[src/rtl/dewindow_pkg.sv]
// dewindow_pkg: shared constants, state encoding and numerator-width helper for dewindow_stream.
// Contents: SIZE/W/SCALE defaults, NUM_W derived from them, IDX_W, MAX_OUT, state_t.
package dewindow_pkg;
    localparam int SIZE = 8;
    localparam int W = 7;
    localparam int SCALE = 100;

    // Smallest width whose range exceeds the largest rounded numerator.
    function automatic int num_w_calc(input int w, input int scale);
        int lim;
        int n;
        lim = ((1 << w) - 1) * scale + ((1 << w) - 1) / 2;
        n = 1;
        while ((1 << n) <= lim) n++;
        return n;
    endfunction

    localparam int NUM_W = num_w_calc(W, SCALE);
    localparam int IDX_W = $clog2(SIZE);
    localparam int MAX_OUT = (1 << W) - 1;

    typedef enum logic [1:0] {IDLE, DIV, HOLD} state_t;
endpackage

[src/rtl/dewindow_stream_seq_div_u.sv]
// seq_div_u: unsigned restoring divider, one quotient bit per cycle, MSB first.
// Ports: clk, rst (sync, active-high); start loads num/den; busy while iterating;
//        done pulses one cycle with quo valid (held until next start).
// A zero divisor runs a single dummy step so the caller sees done one cycle later.
module seq_div_u
    import dewindow_pkg::*;
(
    input  logic             clk,
    input  logic             rst,
    input  logic             start,
    input  logic [NUM_W-1:0] num,
    input  logic [W-1:0]     den,
    output logic             busy,
    output logic             done,
    output logic [NUM_W-1:0] quo
);
    localparam int CW = $clog2(NUM_W + 1);

    logic [W-1:0]  rem;
    logic [W-1:0]  d;
    logic [CW-1:0] cnt;
    logic [W:0]    trial;
    logic [W:0]    diff;
    logic          ge;

    assign trial = {rem, quo[NUM_W-1]};
    assign ge    = trial >= {1'b0, d};
    assign diff  = trial - {1'b0, d};

    always_ff @(posedge clk) begin
        if (rst) begin
            rem  <= '0;
            d    <= '0;
            quo  <= '0;
            cnt  <= '0;
            busy <= 1'b0;
            done <= 1'b0;
        end else begin
            done <= 1'b0;
            if (start) begin
                rem  <= '0;
                d    <= den;
                quo  <= num;
                cnt  <= (den == '0) ? CW'(1) : CW'(NUM_W);
                busy <= 1'b1;
            end else if (busy) begin
                rem <= ge ? diff[W-1:0] : trial[W-1:0];
                quo <= {quo[NUM_W-2:0], ge};
                cnt <= cnt - CW'(1);
                if (cnt == CW'(1)) begin
                    busy <= 1'b0;
                    done <= 1'b1;
                end
            end
        end
    end
endmodule

[src/rtl/dewindow_stream.sv]
// dewindow_stream: divides windowed samples by their per-index coefficient and streams the result.
// Ports: clk, rst (sync, active-high); coeff_i packed SIZE*W coefficients;
//        in_valid/in_ready/in_data input handshake; out_valid/out_ready output handshake;
//        out_data (saturated), out_index, out_sat, out_last.
// Build option: DEWINDOW_ROUND_EN adds den/2 to the numerator for round-to-nearest.
module dewindow_stream
    import dewindow_pkg::*;
(
    input  logic                clk,
    input  logic                rst,
    input  logic [SIZE*W-1:0]   coeff_i,
    input  logic                in_valid,
    output logic                in_ready,
    input  logic [W-1:0]        in_data,
    output logic                out_valid,
    input  logic                out_ready,
    output logic [W-1:0]        out_data,
    output logic [IDX_W-1:0]    out_index,
    output logic                out_sat,
    output logic                out_last
);
    state_t           state;
    state_t           nxt;
    logic [IDX_W-1:0] index;
    logic             zero;
    logic             accept;
    logic             busy;
    logic             done;
    logic             sat;
    logic [W-1:0]     den_sel;
    logic [NUM_W:0]   num_full;
    logic [NUM_W-1:0] quo;

    assign den_sel = coeff_i[index*W +: W];
`ifdef DEWINDOW_ROUND_EN
    assign num_full = (NUM_W+1)'(in_data) * (NUM_W+1)'(SCALE) + (NUM_W+1)'(den_sel >> 1);
`else
    assign num_full = (NUM_W+1)'(in_data) * (NUM_W+1)'(SCALE);
`endif
    assign sat = zero || (quo > NUM_W'(MAX_OUT));

    seq_div_u u_div (
        .clk   (clk),
        .rst   (rst),
        .start (accept),
        .num   (num_full[NUM_W-1:0]),
        .den   (den_sel),
        .busy  (busy),
        .done  (done),
        .quo   (quo)
    );

    always_ff @(posedge clk) begin
        if (rst) state <= IDLE;
        else     state <= nxt;
    end

    always_comb begin
        nxt = state;
        case (state)
            IDLE:    nxt = in_valid  ? DIV  : IDLE;
            DIV:     nxt = done      ? HOLD : DIV;
            HOLD:    nxt = out_ready ? IDLE : HOLD;
            default: nxt = IDLE;
        endcase
    end

    always_comb begin
        in_ready  = state == IDLE;
        out_valid = state == HOLD;
        accept    = in_ready && in_valid;
        out_index = index;
        out_last  = index == IDX_W'(SIZE - 1);
    end

    always_ff @(posedge clk) begin
        if (rst) begin
            index    <= '0;
            zero     <= 1'b0;
            out_data <= '0;
            out_sat  <= 1'b0;
        end else begin
            if (accept) zero <= den_sel == '0;
            if (state == DIV && done) begin
                out_data <= sat ? W'(MAX_OUT) : quo[W-1:0];
                out_sat  <= sat;
            end
            if (out_valid && out_ready) index <= out_last ? '0 : index + IDX_W'(1);
        end
    end
endmodule

[config.mk]
export PLATFORM = sky130hd
export DESIGN_NAME = dewindow_stream
export DESIGN_NICKNAME = d
export VERILOG_FILES = /design/src/rtl/dewindow_pkg.sv /design/src/rtl/dewindow_stream_seq_div_u.sv /design/src/rtl/dewindow_stream.sv
export SDC_FILE = /design/constraint.sdc
export NUM_CORES = 1
export LEC_CHECK = 0
export BUFFER_PORTS_ARGS = -buffer_cell sky130_fd_sc_hd__buf_2
export CORE_MARGIN = 4
export CORE_UTILIZATION = 44
export DETAILED_ROUTE_END_ITERATION = 8
export GPL_ROUTABILITY_DRIVEN = 0
export PLACE_DENSITY = 0.71
export SYNTH_ARGS = -nofsm -noshare
export SYNTH_HDL_FRONTEND = slang
export SYNTH_SLANG_ARGS = --single-unit
[constraint.sdc]
create_clock -name clk -period 3.31 [get_ports clk]
set_clock_uncertainty 0.1 [all_clocks]
set_input_delay 0.1655 -clock clk [delete_from_list [all_inputs] [get_ports clk]]
set_output_delay 0.1655 -clock clk [all_outputs]
set_load 0.03 [all_outputs]
==> run metrics, run 1 <==
status finished, final reports clean; # fillers 682; Worst-Skew Late Latency 0.31 ns; CP peak stage delay 0.46 ns; Final Hold Vio Count 0; CTS Buf Count 5; Pre-antenna DRT Iters 4; DIE AREA 8840 um^2; clock transition at the registers of the reported paths 0.09 ns; multi-input logic area 2110 um^2; vias in the first global route 2645; Slew HR 38.6%; post-CTS sizing 0; largest net degree at the start of global routing 39; final setup fails 0; WL final 7.36 mm; Yosys top cell by area dfxtp_1; Clock H-tree levels 2; number of inserted diodes 0; Critical Path Source in_data[2]; Worst R2R End u_div.rem[3]; initial antenna violation count 0; Min Clock Period, post-route 2.91 ns; slowest CP cell fa_1; R2R depth 10; Worst-Margin Slew 0.920 ns; crit-path max FO 3; Setup Buffers After CTS 0; CTS Hold Buffers Added 0; worst path required time 3.40 ns; ratio of cells with drive above 1 in the final layout 26.4%; Reg area 961 um^2; R2R Setup Slk 0.67 ns; die width 94 um; antenna-violating nets left 0; Critical Path Start Type input pin; Ports 81; Clk Tree Root Cell clkbuf_8; Layout Area Growth over Synthesis 17.9%; # port buffers 80; Top cell by count, worst path ha_1; total net switching power 470 uW; Net Sw Frac 30.8%; Avg Cell Area, Syn 9.22 um^2; Max Slew Vio Count 0; CP endpoint u_div.quo[13]; critical path arrival 3.00 ns; Async S/R FF share, synth 0%; Top FF cell, synth dfxtp_1; largest cells by area after synthesis dfxtp_1 30%, ha_1 14%, mux4_2 9.7%; TritonCTS clock tree yes; FMAX 343 MHz; total track usage 16.8%; WL/cell 14.0 um; Final Cycle Share 88.0%; Worst VDD drop 0.364 mV; Crit Path Class input pin to register; Cells after Synth 353; clock share of power 28.8%; Pint 1060 uW; EDFF count, synth 0; Initial Util 45.1%; sequential fraction of the synthesis area 29.5%; core box area 7210 um^2; vias per cell 5.29; clk sinks 48; worst hold path class input pin to register; worst flop-to-flop path startpoint u_div.d[2]; RSZ-0062 raised after global routing no; Detailed Place HPWL 5.82 mm; delay-heaviest family, CP adder cells; drc violations 0; Die H 94 um; global-route wire length before repair 12.1 mm; P_leak 0.00166 uW; Iter 0 DRT Violations 175; fin util 53.2%; Seq cells post-synth 48; Syn Std Cell Area 3250 um^2; final setup TNS 0 ns; max_cap viols 0; crit-path cells buf_2 > ha_1 > ha_1 > fa_1 > ha_1 > a21oi_1 > o21bai_1 > a2111oi_0 > or3_1 > nor2_1 > a2111oi_0; Yosys warning total 0; Overflow after GRT 0; pwr/cell area 398 nW/um^2; Net Count, Synth 459; CP endpoint kind register; Sequential Power Share 42.6%; CTS max path bufs 2; Comb power frac 28.5%; CP Depth 11; Vias 2786; Synth cell types 43; post-synth top area share 29.5%; worst path bufs/invs 1; nets@finish 533; # rows 31
-- through the flow --
step	cells	area, um^2	total power, uW	worst slack [ns]	hold WS (ns)
floorplan	353	3250	984	0.456	0.225
global placement	519	3720	1090	0.194	0.343
detailed placement	519	3720	1100	0.0962	0.345
CTS	527	3840	1540	0.444	0.0295
global route	527	3840	1630	0.0719	0.0365
finish	527	3840	1530	0.397	0.0367
-- metal layers --
layer  global-route usage (%)  up-vias  wire length, um
met3                     2.72        7              233
met4                     4.69        0               76
met1                     23.5     1302             3500
met5                        0        -                0
li1                         -     1427                -
met2                     26.9       50             3550
-- cell type report --
type	count	area share [%]
tap	99	3.23
sequential	48	25.0
timing repair buffer	86	11.6
clock inverter	3	1.21
multi-input combinational	264	55.0
inverter	22	2.15
clock buffer	5	1.79
-- cells by family after synthesis --
group	count (synthesis)	synth area share, %
AO/OA/AOI/OAI	76	15.7
buffers and inverters	41	5.65
flip-flops	48	29.5
AND/OR/NAND/NOR	104	14.5
XOR/XNOR	9	2.42
multiplexers	36	16.5
adder cells (fa/ha/maj)	39	15.7
-- flip-flops by register name, summed over array words and instances, names as in the netlist, 2 cells and up --
register and flops:
u_div.quo 14, out_data 7, u_div.d 7, u_div.rem 7, u_div.cnt 4, out_index 3
state 2
-- power groups by stage --
stage                     clock, uW  combinational, uW  sequential, uW
final                           441                436             652
after global routing            474                500             657
after CTS                       448                440             651
after detailed placement          0                437             665
after global placement            0                426             663
after floorplan                   0                335             649
-- worst min-delay path by stage --
stage | start | endpoint | slack (ns) | cells after the start
2_1_floorplan | out_ready | out_index[2] | 0.23 | 2
3_3_place_gp | zero | zero | 0.34 | 2
3_5_place_dp | zero | zero | 0.35 | 2
4_1_cts | out_ready | out_index[2] | 0.03 | 3
5_1_grt | out_ready | out_index[2] | 0.04 | 3
6_report | out_ready | out_index[2] | 0.04 | 3
-- layout by cell type, fill, tap and decap left out, types with 2 or more instances in the layout --
cell / n
inv_1: 22
buf_2: 80
nor4_1: 3
xnor2_1: 6
nand3_1: 3
clkbuf_8: 5
xor2_1: 3
nor2_1: 38
nor2b_1: 7
a21o_1: 4
a21boi_0: 2
a2111oi_0: 2
mux2_2: 2
a211oi_1: 24
nor3b_1: 2
ha_1: 36
fa_1: 3
nand2_1: 32
nand2b_1: 4
buf_4: 6
o21bai_1: 2
mux4_2: 14
a21oi_1: 18
dfxtp_1: 48
o21ai_0: 9
nor3_1: 9
a31oi_1: 9
mux2i_1: 20
-- synthesized netlist by cell type (2+ instances only) --
cell type and count:
mux2i_1 20, mux2_2 2, o21ai_0 9, nor2_1 38, a21boi_0 2, a31oi_1 9, buf_2 2, fa_1 3
nor4_1 3, dfxtp_1 48, nand2_1 32, ha_1 36, nand3_1 3, nand2b_1 4, nor2b_1 7, xnor2_1 6
mux4_2 14, a2111oi_0 2, xor2_1 3, a21o_1 4, nor3_1 9, o21bai_1 2, inv_1 22, a21oi_1 18
clkbuf_1 13, nor3b_1 2, a211oi_1 24
-- tightest hold or removal path: stages --
cell,delay (ns)
buf_2,0.11
nand3_1,0.07
a21oi_1,0.05
Power figures use the tool's default switching activity.
==> run 2, diff against run 1 <==
- CORE_ASPECT_RATIO: default -> 1.75
==> run metrics, run 2 (synthesis results as in run 1) <==
Setup Buffers After CTS 0 (unchanged); largest net degree at the start of global routing 39 (unchanged); Critical Path Start Type input pin; # port buffers 80 (unchanged); die width 73.0 um (-22%); vias per cell 5.63 (+6.5%); CTS Hold Buffers Added 0 (unchanged); CP peak stage delay 0.47 ns (about the same); Worst VDD drop 0.234 mV (-36%); crit-path max FO 3 (unchanged); Final Hold Vio Count 0 (unchanged); number of inserted diodes 0 (unchanged); Worst R2R End u_div.cnt[2]; Max Slew Vio Count 0 (unchanged); WL/cell 15.0 um (+7.6%); Iter 0 DRT Violations 74 (-58%); R2R Setup Slk 0.77 ns (+0.10 ns); Vias 2888 (+3.7%); Die H 122 um (+30%); CTS Buf Count 5 (unchanged); post-CTS sizing 0 (unchanged); Slew HR 56.2% (+18 points); worst hold path class input pin to register; Worst-Margin Slew 0.657 ns (-0.263 ns); DIE AREA 8890 um^2 (+0.62%); WL final 7.71 mm (+4.8%); Top cell by count, worst path ha_1; Clock H-tree levels 2 (unchanged); # rows 41 (+32%); initial antenna violation count 0 (unchanged); CP endpoint kind register; drc violations 0 (unchanged); Min Clock Period, post-route 2.92 ns (+0.0107 ns); Ports 81 (unchanged); ratio of cells with drive above 1 in the final layout 26.2% (-0.17 points); most frequent cells in the layout 80 x buf_2, 48 x dfxtp_1, 38 x nor2_1; Layout Area Growth over Synthesis 18.4%; Clk Tree Root Cell clkbuf_16; hold_sp out_ready; Cells on Worst Hold Path 3 (unchanged); Overflow after GRT 0 (unchanged); final setup fails 0 (unchanged); max_cap viols 0 (unchanged); CTS max path bufs 2 (unchanged); FMAX 342 MHz (-0.37%); Worst Hold End out_index[2]; core box area 7230 um^2 (+0.26%); Top reg by flops u_div.quo; critical path arrival 3.00 ns (about the same); worst path required time 3.38 ns (-0.02 ns); slowest CP cell fa_1; RSZ-0062 raised after global routing no; antenna-violating nets left 0 (unchanged); final setup TNS 0 ns (unchanged); Final Cycle Share 88.3% (+0.32 points); Worst-Skew Late Latency 0.29 ns (-0.02 ns); vias in the first global route 2959 (+12%); Crit Path Class input pin to register; P_leak 0.00168 uW (+1.0%); crit-path cells buf_2 > ha_1 > ha_1 > fa_1 > ha_1 > a21oi_1 > o21bai_1 > a2111oi_0 > or3_1 > nor2_1 > a2111oi_0; global-route wire length before repair 13.0 mm (+7.8%); Initial Util 45.0% (-0.12 points); status finished, final reports clean; worst flop-to-flop path startpoint out_index[0]; max reg flops 14 (unchanged); pwr/cell area 419 nW/um^2 (+5.2%); TritonCTS clock tree yes; Pre-antenna DRT Iters 4 (unchanged); total track usage 18.6% (+1.7 points); leading cell type in the layout, fill and taps excluded buf_2; clk sinks 48 (unchanged); clock transition at the registers of the reported paths 0.06 ns (-0.03 ns); nets@finish 533 (unchanged); R2R depth 7 (-3); Detailed Place HPWL 6.36 mm (+9.3%); hold_ws 0.0737 ns (+0.0369 ns)
==> run 2: changes by cell type in the layout (fill, tap and decap cells not counted) <==
cell | before | now
clkbuf_16 | 0 | 5
clkinv_4 | 0 | 1
clkinvlp_4 | 1 | 0
clkbuf_8 | 5 | 1
inv_6 | 1 | 0
bufinv_16 | 1 | 0
==> run 2: layout make-up <==
class | count | area (um^2)
repair buffers | 86 | 445
multi-input cells | 264 | 2110
fillers | 668 | 3380
well taps | 86 | 108
inverters | 22 | 82.6
clock inverters | 1 | 8.76
flip-flops and latches | 48 | 961
clock buffers | 6 | 139
==> run 2: worst max-delay path by stage <==
stage	start	end	slack, ns
after floorplan	in_data[2]	u_div.quo[13]	0.46
after global placement	in_data[2]	u_div.quo[13]	0.17
after detailed placement	in_data[2]	u_div.quo[13]	0.13
after CTS	in_data[2]	u_div.quo[13]	0.40
after global routing	in_data[2]	u_div.quo[13]	0.14
final	in_data[2]	u_div.quo[13]	0.39
==> run 2: metal layers <==
metal,global-route usage [%],share of wire (%),vias up
met5,0,0,-
met4,10.5,4.3,0
met3,2.97,5.1,21
met2,34.5,54,102
met1,18.8,37,1341
li1,-,-,1424
==> run 2: report_power, final <==
part           internal, uW  switching [uW]
Combinational           223             234
Sequential              616            32.1
Clock                   298             212
==> run 2: critical path, delay by kind of cell <==
kind,cells,cell delay (ns)
AND/OR/NAND/NOR,2,0.24
AO/OA/AOI/OAI,4,1.05
buffers and inverters,1,0.12
adder cells (fa/ha/maj),4,1.42
==> run 2: per-stage QoR <==
stage	util, %	instance area [um^2]	power (uW)	std cells	setup WS (ns)
final	53.3	3850	1610	513	0.386
after global routing	53.3	3850	1710	513	0.138
after CTS	53.3	3850	1620	513	0.402
after detailed placement	51.2	3710	1120	506	0.131
after global placement	51.2	3710	1100	506	0.166
after floorplan	-	3250	984	353	0.456
==> run 3, diff against run 2 <==
- ABC_AREA: default -> 1
- PLACE_DENSITY: 0.71 -> 0.7
==> run metrics, run 3 <==
Worst-Margin Slew 0.825 ns (+0.168 ns); clock transition at the registers of the reported paths 0.07 ns (about the same); Max Slew Vio Count 0 (unchanged); main combinational cell family by area after synthesis simple AND/OR/NAND/NOR gates; Iter 0 DRT Violations 156 (+110%); Layout Area Growth over Synthesis 15.6%; status finished, final reports clean; GRT met1 Usage 19.8% (+0.99 points); Slew HR 44.9% (-11 points); WL/cell 12.7 um (-15%); clk sinks 48 (unchanged); nets@finish 709 (+33%); Clk Tree Root Cell clkbuf_16; CP endpoint kind register; met2 GRT Util 37.5% (+3.1 points); worst hold path class input pin to register; FMAX 408 MHz (+19%); antenna-violating nets left 0 (unchanged); TritonCTS clock tree yes; Synth cell types 42 (-2.3%); Detailed Place HPWL 7.05 mm (+11%); total track usage 18.9% (+0.30 points); max_cap viols 0 (unchanged); DIE AREA 9750 um^2 (+9.7%); Die H 128 um (+4.8%); RSZ-0062 raised after global routing no; count leader, synth nand2_1; # rows 43 (+4.9%); Min Clock Period, post-route 2.45 ns (-0.471 ns); Synth Area in Simple Gates 28.4% (+14 points); met3 Use GR 3.02% (+0.051 points); CTS Hold Buffers Added 0 (unchanged); mux cell area share after synthesis 1.67% (-15 points); leading cell type in the layout, fill and taps excluded nand2_1; top cells by count, synth 149 x nand2_1, 84 x inv_1, 56 x nand3_1; Async S/R FF share, synth 0% (unchanged); WL final 8.85 mm (+15%); global-route wire length before repair 15.4 mm (+19%); total power draw 1840 uW (+14%); Pre-antenna DRT Iters 4 (unchanged); number of inserted diodes 0 (unchanged); vias in the first global route 3473 (+17%); Avg Cell Area, Syn 6.77 um^2 (-27%); Post-Synth Adder-Cell Area 14.2% (-1.5 points); # port buffers 80 (unchanged); Post-Synth XOR/XNOR Area 1.70% (-0.72 points); Yosys top cell by area dfxtp_1; drc violations 0 (unchanged); Cells after Synth 532 (+51%); worst path required time 3.36 ns (-0.02 ns); Critical Path Start Type input pin; largest cells by area after synthesis dfxtp_1 27%, nand2_1 16%, ha_1 13%; Compound-Gate Fraction of Synth Area 13.9% (-1.7 points); Final Hold Vio Count 0 (unchanged); initial antenna violation count 0 (unchanged); Most Crowded Layer GR met2; Initial Util 45.2% (+0.22 points); Top FF cell, synth dfxtp_1; core box area 7960 um^2 (+10%); Vias 3580 (+24%); Overflow after GRT 0 (unchanged); final setup fails 0 (unchanged); max reg flops 14 (unchanged); # fillers 786 (+18%); die width 76.4 um (+4.6%); crit-path max FO 5 (+2); Clock H-tree levels 2 (unchanged); Seq cells post-synth 48 (unchanged); EDFF count, synth 0 (unchanged); Top reg by flops u_div.quo; Setup Buffers After CTS 0 (unchanged); Ports 81 (unchanged); largest net degree at the start of global routing 32 (-18%); sequential fraction of the synthesis area 26.7% (-2.8 points); Syn Std Cell Area 3600 um^2 (+11%); post-CTS sizing 0 (unchanged); Yosys warning total 0 (unchanged); CTS Buf Count 5 (unchanged); CTS max path bufs 2 (unchanged); post-synth top area share 26.7% (-2.8 points); hold_ws 0.0684 ns (-0.00525 ns); Crit Path Class input pin to register; Worst-Skew Late Latency 0.29 ns (about the same); Net Count, Synth 638 (+39%); critical path arrival 2.51 ns (-0.49 ns); ratio of cells with drive above 1 in the final layout 18.0% (-8.2 points); most frequent cells in the layout 149 x nand2_1, 84 x inv_1, 80 x buf_2; Worst VDD drop 0.340 mV (+45%); vias per cell 5.16 (-8.4%); pwr/cell area 442 nW/um^2 (+5.4%); P_leak 0.00227 uW (+35%); final setup TNS 0 ns (unchanged); Final Cycle Share 74.1% (-14 points)
==> run 3: cell count changes in the layout (fill, tap and decap cells not counted), sizes merged, moves of 4 or more <==
cell	change
o22ai	+6
a21oi	+19
nor2b	-7
nand3	+55
nand2	+120
nor3	-6
mux2i	-14
o21ai	+12
inv	+66
nor2	-20
nand2b	-4
a211oi	-21
mux4	-14
==> run 3: layout make-up <==
cell class	instances	area (um^2)	share of cell area (%)
Inverter	90	338	8.12
Tap cell	90	113	2.71
Timing Repair Buffer	83	423	10.2
Sequential cell	48	961	23.1
Clock buffer	5	125	3.01
Clock inverter	3	46.3	1.11
Multi-Input combinational cell	375	2160	51.8
==> run 3: worst paths after layout <==
check / from / endpoint / slack (ns) / cells past startpoint
setup / recovery: in_data[2] / u_div.quo[11] / 0.86 / 11
hold / removal: out_ready / state[1] / 0.07 / 4
setup reg to reg: out_index[0] / zero / 1.08 / 12
hold reg to reg: out_sat / out_sat / 0.36 / 2
==> run 3: routing by layer <==
layer / share of wire (%) / up-vias / wire length (um)
met5: 0 / - / 0
li1: - / 1865 / -
met2: 54 / 92 / 4810
met1: 39 / 1613 / 3460
met4: 1.6 / 0 / 139
met3: 4.9 / 10 / 437
==> run 3: worst max-delay path, stage by stage <==
cell and delay [ns]:
buf_2 0.12, ha_1 0.29, ha_1 0.31, fa_1 0.46, ha_1 0.37, a21oi_1 0.16
nand2_1 0.11, a21oi_1 0.22, nor2_1 0.06, o21ai_0 0.15, a21oi_1 0.09
==> run 3: power breakdown <==
part	internal [uW]	switching (uW)	leakage [uW]
registers	625	34.4	0.000392
clock network	359	219	0.0000804
logic	234	368	0.00179
==> run 3: stage by stage <==
step	cells	utilization, %	instance area (um^2)	setup slack [ns]
after detailed placement	686	50.1	3990	0.555
final	694	52.3	4160	0.857
after global placement	686	50.1	3990	0.626
after floorplan	532	-	3600	0.865
after global routing	694	52.3	4160	0.704
after CTS	694	52.3	4160	0.855
==> run 3: cells by family (layout without fill, tap and decap cells) <==
kind of cell    after synthesis  in the layout
compound gates               85             85
xor+xnor                      7              7
fa+ha+maj                    39             39
buf+inv                     109            181
flops                        48             48
mux                           6              6
simple gates                238            238
